<file path="src/rtl/dmem_pkg.sv">
// dmem_pkg
// Shared definitions for the data-memory responder: the FSM state encoding,
// the bytes per RAM word, the largest supported wait-state count, and the
// width of the wait counter.
package dmem_pkg;

  typedef enum logic [1:0] {
    IDLE = 2'd0,
    WAIT = 2'd1,
    RESP = 2'd2
  } dmem_state_t;

  localparam int unsigned DMEM_WORD_BYTES  = 4;
  localparam int unsigned DMEM_MAX_LATENCY = 15;
  localparam int unsigned DMEM_CNT_W       = 4;

endpackage

</file>
<file path="src/rtl/dmem_responder.sv">
// dmem_responder
// Data-memory responder for the pipelined MIPS core. It accepts one load or
// store over a req/ready handshake, waits LATENCY cycles, performs the access
// on a word-addressed RAM, and then pulses ready for one cycle. Misaligned or
// out-of-range addresses are rejected: no store happens, rdata is unchanged,
// and err is raised together with ready.
//
// Parameters
//   RAM_SIZE  number of 32-bit words (power of two, 4..1024)
//   LATENCY   wait states between acceptance and response (0..15)
// Ports
//   clk    rising-edge clock
//   reset  asynchronous active-low reset
//   req    access request, sampled only while idle
//   we     1 = store, 0 = load
//   addr   byte address
//   wdata  store data
//   ready  one-cycle completion pulse (registered)
//   rdata  last successful load data (registered)
//   err    access rejected, valid with ready (registered)
module dmem_responder
  import dmem_pkg::*;
#(
  parameter int unsigned RAM_SIZE = 64,
  parameter int unsigned LATENCY  = 2
) (
  input  logic        clk,
  input  logic        reset,
  input  logic        req,
  input  logic        we,
  input  logic [31:0] addr,
  input  logic [31:0] wdata,
  output logic        ready,
  output logic [31:0] rdata,
  output logic        err
);

  localparam int unsigned IDX_W = $clog2(RAM_SIZE);
  localparam logic [31:0] ADDR_LIMIT = 32'(DMEM_WORD_BYTES * RAM_SIZE);
  // Out-of-range LATENCY values saturate at the largest count the counter holds.
  localparam logic [DMEM_CNT_W-1:0] LAT_CNT =
    (LATENCY > DMEM_MAX_LATENCY) ? DMEM_CNT_W'(DMEM_MAX_LATENCY) : DMEM_CNT_W'(LATENCY);

  dmem_state_t           state_q, state_d;
  logic [DMEM_CNT_W-1:0] cnt_q, cnt_d;
  logic                  we_q, we_d;
  logic [31:0]           addr_q, addr_d;
  logic [31:0]           wdata_q, wdata_d;
  logic                  ready_q, ready_d;
  logic                  err_q, err_d;
  logic [31:0]           rdata_q, rdata_d;

  logic [31:0]           mem_q [RAM_SIZE];

  logic                  op_go;
  logic                  op_we;
  logic [31:0]           op_addr;
  logic [31:0]           op_wdata;
  logic                  op_err;
  logic [IDX_W-1:0]      op_idx;
  logic                  mem_we;

  // Next-state logic. op_go marks the edge that enters RESP, where the memory
  // access is carried out. With zero wait states that edge is the accepting
  // one, so the access uses the live request rather than the capture registers.
  always_comb begin
    state_d  = state_q;
    cnt_d    = cnt_q;
    we_d     = we_q;
    addr_d   = addr_q;
    wdata_d  = wdata_q;
    op_go    = 1'b0;
    op_we    = we_q;
    op_addr  = addr_q;
    op_wdata = wdata_q;

    case (state_q)
      IDLE: begin
        if (req) begin
          we_d    = we;
          addr_d  = addr;
          wdata_d = wdata;
          if (LAT_CNT == '0) begin
            state_d  = RESP;
            op_go    = 1'b1;
            op_we    = we;
            op_addr  = addr;
            op_wdata = wdata;
          end else begin
            state_d = WAIT;
            cnt_d   = LAT_CNT;
          end
        end
      end
      WAIT: begin
        cnt_d = (cnt_q == '0) ? '0 : cnt_q - 1'b1;
        if (cnt_q <= DMEM_CNT_W'(1)) begin
          state_d = RESP;
          op_go   = 1'b1;
        end
      end
      RESP: begin
        state_d = IDLE;
      end
      default: begin
        state_d = IDLE;
        cnt_d   = '0;
      end
    endcase
  end

  // Access checks and the response registers. rdata only moves on a
  // successful load so it holds across stores and rejected accesses.
  always_comb begin
    op_idx  = op_addr[IDX_W+1:2];
    op_err  = (op_addr[1:0] != 2'b00) || (op_addr >= ADDR_LIMIT);
    ready_d = op_go;
    err_d   = op_go & op_err;
    rdata_d = rdata_q;
    if (op_go && !op_err && !op_we) begin
      rdata_d = mem_q[op_idx];
    end
    // The RAM has no reset, so writes are gated while reset is held to keep a
    // zero-latency request from storing during reset.
    mem_we = op_go & op_we & ~op_err & reset;
  end

  // Control and response registers.
  always_ff @(posedge clk or negedge reset) begin
    if (!reset) begin
      state_q <= IDLE;
      cnt_q   <= '0;
      we_q    <= 1'b0;
      addr_q  <= '0;
      wdata_q <= '0;
      ready_q <= 1'b0;
      err_q   <= 1'b0;
      rdata_q <= '0;
    end else begin
      state_q <= state_d;
      cnt_q   <= cnt_d;
      we_q    <= we_d;
      addr_q  <= addr_d;
      wdata_q <= wdata_d;
      ready_q <= ready_d;
      err_q   <= err_d;
      rdata_q <= rdata_d;
    end
  end

  // Storage array; contents survive reset.
  always_ff @(posedge clk) begin
    if (mem_we) begin
      mem_q[op_idx] <= op_wdata;
    end
  end

  assign ready = ready_q;
  assign err   = err_q;
  assign rdata = rdata_q;

endmodule
</file>
<file path="config.mk">
export PLATFORM = sky130hd
export DESIGN_NAME = dmem_responder
export DESIGN_NICKNAME = d
export VERILOG_FILES = /design/src/rtl/dmem_pkg.sv /design/src/rtl/dmem_responder.sv
export SDC_FILE = /design/constraint.sdc
export NUM_CORES = 2
export LEC_CHECK = 0
export BUFFER_PORTS_ARGS = -buffer_cell sky130_fd_sc_hd__buf_2
export CAP_MARGIN = 20
export CORE_MARGIN = 1
export CORE_UTILIZATION = 55
export DETAILED_ROUTE_END_ITERATION = 10
export PLACE_DENSITY = 0.71
export SKIP_CTS_REPAIR_TIMING = 1
export SYNTH_ARGS = -nofsm -noshare
export SYNTH_HDL_FRONTEND = slang
export SYNTH_SLANG_ARGS = --single-unit
</file>
<file path="constraint.sdc">
create_clock -name clk -period 10.8 [get_ports clk]
set_clock_uncertainty 0.2 [all_clocks]
set_input_delay 1.62 -clock clk [delete_from_list [all_inputs] [get_ports clk]]
set_output_delay 1.62 -clock clk [all_outputs]
set_load 0.01 [all_outputs]
</file>
# Word-level counts from Yosys, hierarchy flattened
# Memories as Yosys holds them, arrays and structs flattened. A register that Yosys moved wholly into a read port is not among the register bits.
# Cells that the tools add are included.
# W data, S select, Z words.
[totals]
latchBits = 0
output_inout_bits = 34
wordCells = 43
reg_bits = 73
mem_count = 1
mem_bits_ro = 0
inputBits = 68
mem_bits_rw = 2048
[mem_list]
columns = ["memory", "depth", "width", "rd", "rd_clocked_by_memory_dff", "write_ports", "line_no", "rtl"]
rows = [
  ["mem_q", 64, 32, 1, 1, 1, "dmem_responder.sv:53", "logic [31:0] mem_q [RAM_SIZE];"],
]
[classes]
mul = 0
bitwise_logic = 6
n_reduce_logical = 12
n_shift = 0
order_cmp = 2
addsub = 1
muxes = 10
eq_ne = 4
div = 0
[ops]
columns = ["cell", "count"]
rows = [
  ["$ge A32 B9 Y1 const B", 1],
  ["$pmux W4 S3", 1],
  ["$mux W4", 2],
  ["$reduce_and A2 Y1", 3],
  ["$and A1 B1 Y1", 4],
  ["$le A4 B1 Y1 const B", 1],
  ["$logic_not A4 Y1", 1],
  ["$mux W1", 4],
  ["$mux W2", 2],
  ["$ne A2 B2 Y1 const B", 2],
  ["$pmux W2 S2", 1],
  ["$sub A4 B1 Y4 const B", 1],
  ["$logic_not A1 Y1", 3],
  ["$eq A2 B1 Y1 const B", 1],
  ["$eq A2 B2 Y1 const B", 1],
  ["$logic_and A1 B1 Y1", 2],
  ["$logic_not A2 Y1", 1],
  ["$not A1 Y1", 2],
  ["$reduce_bool A2 Y1", 1],
  ["$logic_or A1 B1 Y1", 1],
]

# Logic depth before layout (Yosys ltp)
[logic_depth]
depth_word = 8
ltp_mapped = 11
depth_no_buf = 6

# Worst setup path after synthesis
# Ideal clock, no wire load.
[synth_path]
kind = "in2reg"
start = "input port reset"
end = "memory mem_q[46][0], enable pin"
arrival_ps = 3772
cell_stages = 5
path_buffers = 0
t_required_ps = 10179
setup_time_ps = 421
setup_slack_ps = 6407
cell_sequence = "nand2_1 -> nor4_1 -> and2_1 -> nand2_1 -> nor2_1"
[synth_via]
elab_chain_len = 3
[synth_rtl]
columns = ["item", "line_no", "rtl"]
rows = [
  ["start, declared", "dmem_responder.sv:28", "input logic reset,"],
  ["$and A1 B1 Y1", "dmem_responder.sv:125", "mem_we = op_go & op_we & ~op_err & reset;"],
  ["$mux W1", "dmem_responder.sv:153", "if (mem_we) begin"],
  ["$mux W1 (implied by the code)", "dmem_responder.sv:154", "mem_q[op_idx] <= op_wdata;"],
  ["end, declared", "dmem_responder.sv:53", ""],
]
# Every way passes these cells.

# Final worst setup path
[layout_path]
start = "register addr_q[4]"
end = "register rdata_q[20] (netlist: rdata[20]) (read register of mem_q)"
[layout_via]
elab_chain_len = 5
[layout_rtl]
columns = ["item", "line_no", "rtl"]
rows = [
  ["start, declared", "dmem_responder.sv:47", "logic [31:0] addr_q, addr_d;"],
  ["start signal, assigned", "dmem_responder.sv:143", "addr_q <= addr_d;"],
  ["$ge A32 B9 Y1", "dmem_responder.sv:116", "op_err = (op_addr[1:0] != 2'b00) || (op_addr >= ADDR_LIMIT);"],
  ["$logic_or A1 B1 Y1", "dmem_responder.sv:116", ""],
  ["$logic_not A1 Y1", "dmem_responder.sv:120", "if (op_go && !op_err && !op_we) begin"],
  ["$logic_and A1 B1 Y1 (2 in a row)", "dmem_responder.sv:120", ""],
  ["end, declared", "dmem_responder.sv:51", "logic [31:0] rdata_q, rdata_d;"],
]
# Parallel ways exist; a longest one is shown, timed or not.
# A chain may end at the register's enable or synchronous reset.

==> results.json <==
{
  "cts_buffer_depth": 3,
  "ys_ff_latch": 2153,
  "crit_path_end_kind": "flop",
  "initial_utilization": 0.557,
  "synth_edf_count": 2048,
  "h-tree-depth": 4,
  "fp-row-count": 141,
  "clk_latency_ns": 0.84,
  "grt-ovfl-total": 0,
  "port_buffers": 101,
  "grt_max_degree": 128,
  "syn-instance-count": 4460,
  "die_w_um": 390,
  "slowest_delay_ns": 0.94,
  "cts.sinks": 2153,
  "crit_path_cell_trace": "buf_4, buf_4, buf_4, and2_1, a221oi_1, o22ai_1, a2111oi_2, a21oi_1",
  "routedWlPerCell_um": 33.8,
  "use_met3": 0.0788,
  "grt.busiest_layer": "met2",
  "final_common_cell": "edfxtp_1",
  "placed_cell_area_sq_um": 86100,
  "hold_class": "flop to flop",
  "path_max_fanout": 51,
  "synth-seq-area-share": 0.776,
  "routed_via_density": 6.76,
  "fin_tns_setup_ns": 0,
  "vias": 46100,
  "cts_root_buffer": "clkbuf_16",
  "drt_pass1_iterations": 6,
  "grt_pass1_vias": 44300,
  "final_cell_area_sq_um": 92900,
  "nets": 4702,
  "max_freq_mhz": 191,
  "gp_congestion": 0.897,
  "chipHeight_um": 390,
  "cts_tree": "built",
  "status": "complete, no violations",
  "critPathKind": "flop to flop",
  "most-common-layout-cells": "2048 x edfxtp_1, 515 x mux2i_1, 265 x o22ai_1",
  "critPathTopFamily": "buffers and inverters",
  "totalWireLength_um": 230000,
  "p_leak_nw": 30.2,
  "clk_pin_slew_ns": 0.06,
  "numCtsBuffers": 206,
  "slowest_stage": "and2_1",
  "io_pins": 102,
  "crit_buf_inv": 3,
  "dieArea_sq_um": 152000,
  "avgSynthCellArea_sq_um": 18.5,
  "drt_iter0_markers": 7024,
  "ir_drop_mv": 0.245,
  "met2_usage": 0.455,
  "start_kind": "flop",
  "dp_hpwl_um": 128000,
  "fin_crit_ns": 5.24,
  "mappedNetlistArea_sq_um": 82600,
  "antenna_found_initial": 17,
  "p_per_area_nw_per_um2": 274,
  "tightest_slew_ns": 1.13,
  "required_ns": 11.36,
  "rsz0062_at_grt": "false",
  "core_area_sq_um": 148000,
  "use_met1": 0.417,
  "grt_usage": 0.302,
  "post-route-util": 0.626,
  "drive_gt1_frac": 0.198,
  "grt_pass1_wl_um": 323000,
  "setup_violations": 0,
  "synth_nets": 4528,
  "yosys.cell_types.count": 58,
  "relSlewSlack": 0.245,
  "nFillCells": 10100,
  "finalHoldViolCount": 0,
  "period_share": 0.485,
  "drv_slew": 0,
  "critPathArrivalTime_ns": 5.80,
  "route.detailed.drc": 0,
  "cpMostUsedCell": "buf_4",
  "area_delta_synth_final_pct": 12.5,
  "max-cap-violations": 0,
  "async_flop_share": 0.0488,
  "postRouteAntennaNets": 0,
  "ys.flop_type": "edfxtp_1",
  "synth_warnings": 0
}
[final cells by class]
cell class,count,area (sq um),area share
well taps,2002,2500,0.0269
repair buffers,260,2030,0.0218
multi-input cells,2003,17500,0.189
clock inverters,114,1040,0.0112
clock buffers,272,5600,0.0602
inverters,10,41.3,0.000444
diodes,3,7.51,0.0000808
flip-flops and latches,2153,64200,0.690
[flip-flops by register name (all words and copies together), names as in the netlist]
register,flops
cnt_q,4
err,1
addr_q,32
op_we,1
mem_q,2048
op_wdata,32
ready,1
rdata,32
state_q,2
[cell families after synthesis]
kind of cell | after synthesis | synth area share
muxes | 791 | 0.112
DFF | 2153 | 0.776
and+or+nand+nor | 319 | 0.0173
buffers and inverters | 304 | 0.0189
AOI/OAI and AO/OA | 893 | 0.0763
[worst paths after layout]
kind / from / end / slack [ns] / cells after the start
setup / recovery: addr_q[4] / rdata[20] / 5.56 / 8
hold / removal: addr_q[25] / addr_q[25] / 0.31 / 1
setup reg to reg: addr_q[4] / rdata[20] / 5.56 / 8
hold reg to reg: addr_q[25] / addr_q[25] / 0.31 / 1
max in group asynchronous: reset / addr_q[3] / 8.65 / 2
min in group asynchronous: reset / addr_q[18] / 0.48 / 1
[metrics by stage]
| step | power [mW] | hold slack (ns) | instances | setup WS (ns) |
|---|---|---|---|---|
| after detailed placement | 18.3 | 0.298 | 6420 | 5.40 |
| after CTS | 25.3 | 0.312 | 6806 | 5.64 |
| final | 25.5 | 0.309 | 6817 | 5.56 |
| after floorplan | 15.4 | 0.281 | 4460 | 6.41 |
| after global routing | 26.1 | 0.326 | 6814 | 5.48 |
| after global placement | 18.2 | 0.292 | 6407 | 4.93 |
[power by group]
part           leakage [nW]  total [mW]  switching (mW)  internal [mW]
registers              19.7        10.8           0.307           10.5
clock network          3.26        7.11            3.06           4.04
logic                  7.26        7.57            5.34           2.23
total                  30.2        25.5            8.71           16.8
[layer usage]
metal | share of wire | vias to the layer above
li1 | - | 18700
met5 | 0.00043 | -
met1 | 0.37 | 23700
met3 | 0.13 | 543
met4 | 0.047 | 16
met2 | 0.46 | 3133
[worst reg2reg max path, stage by stage (launching register included)]
cell and delay [ns]:
dfrtp_4 0.85, buf_4 0.62, buf_4 0.64, buf_4 0.68
and2_1 0.96, a221oi_1 0.27, o22ai_1 0.58, a2111oi_2 0.16
a21oi_1 0.19
[cells in the mapped netlist (3+ instances only)]
cell	instances	area, sq um
clkbuf_1	97	364
o22ai_1	265	1660
buf_6	18	203
a22oi_1	89	668
a31oi_1	33	206
mux4_2	85	1910
buf_2	114	571
and2_1	5	31.3
nor3_1	10	50.1
nand4_1	27	169
inv_1	6	22.5
o21bai_1	4	30.0
o221ai_1	7	61.3
a221oi_1	130	1140
edfxtp_1	2048	61500
nand3_1	15	75.1
mux2_1	4	45.0
o211ai_1	3	22.5
nor4_1	9	56.3
mux2_2	187	2110
and3_1	4	25.0
a22o_1	44	385
o21ai_1	3	15.0
dfrtp_1	105	2630
mux2i_1	515	5150
nor2_1	133	499
a2111oi_2	3	45.0
a211oi_1	7	52.6
o211a_1	5	50.1
o2bb2ai_1	18	158
inv_2	3	11.3
o21ai_0	141	706
a21o_1	3	22.5
a221o_1	62	621
nor2b_1	7	43.8
o22a_1	9	78.8
or2_2	5	31.3
buf_1	26	97.6
o21a_1	3	22.5
a21oi_1	55	275
nand2_1	93	349
buf_4	38	285
(Power assumes the default switching activity.)
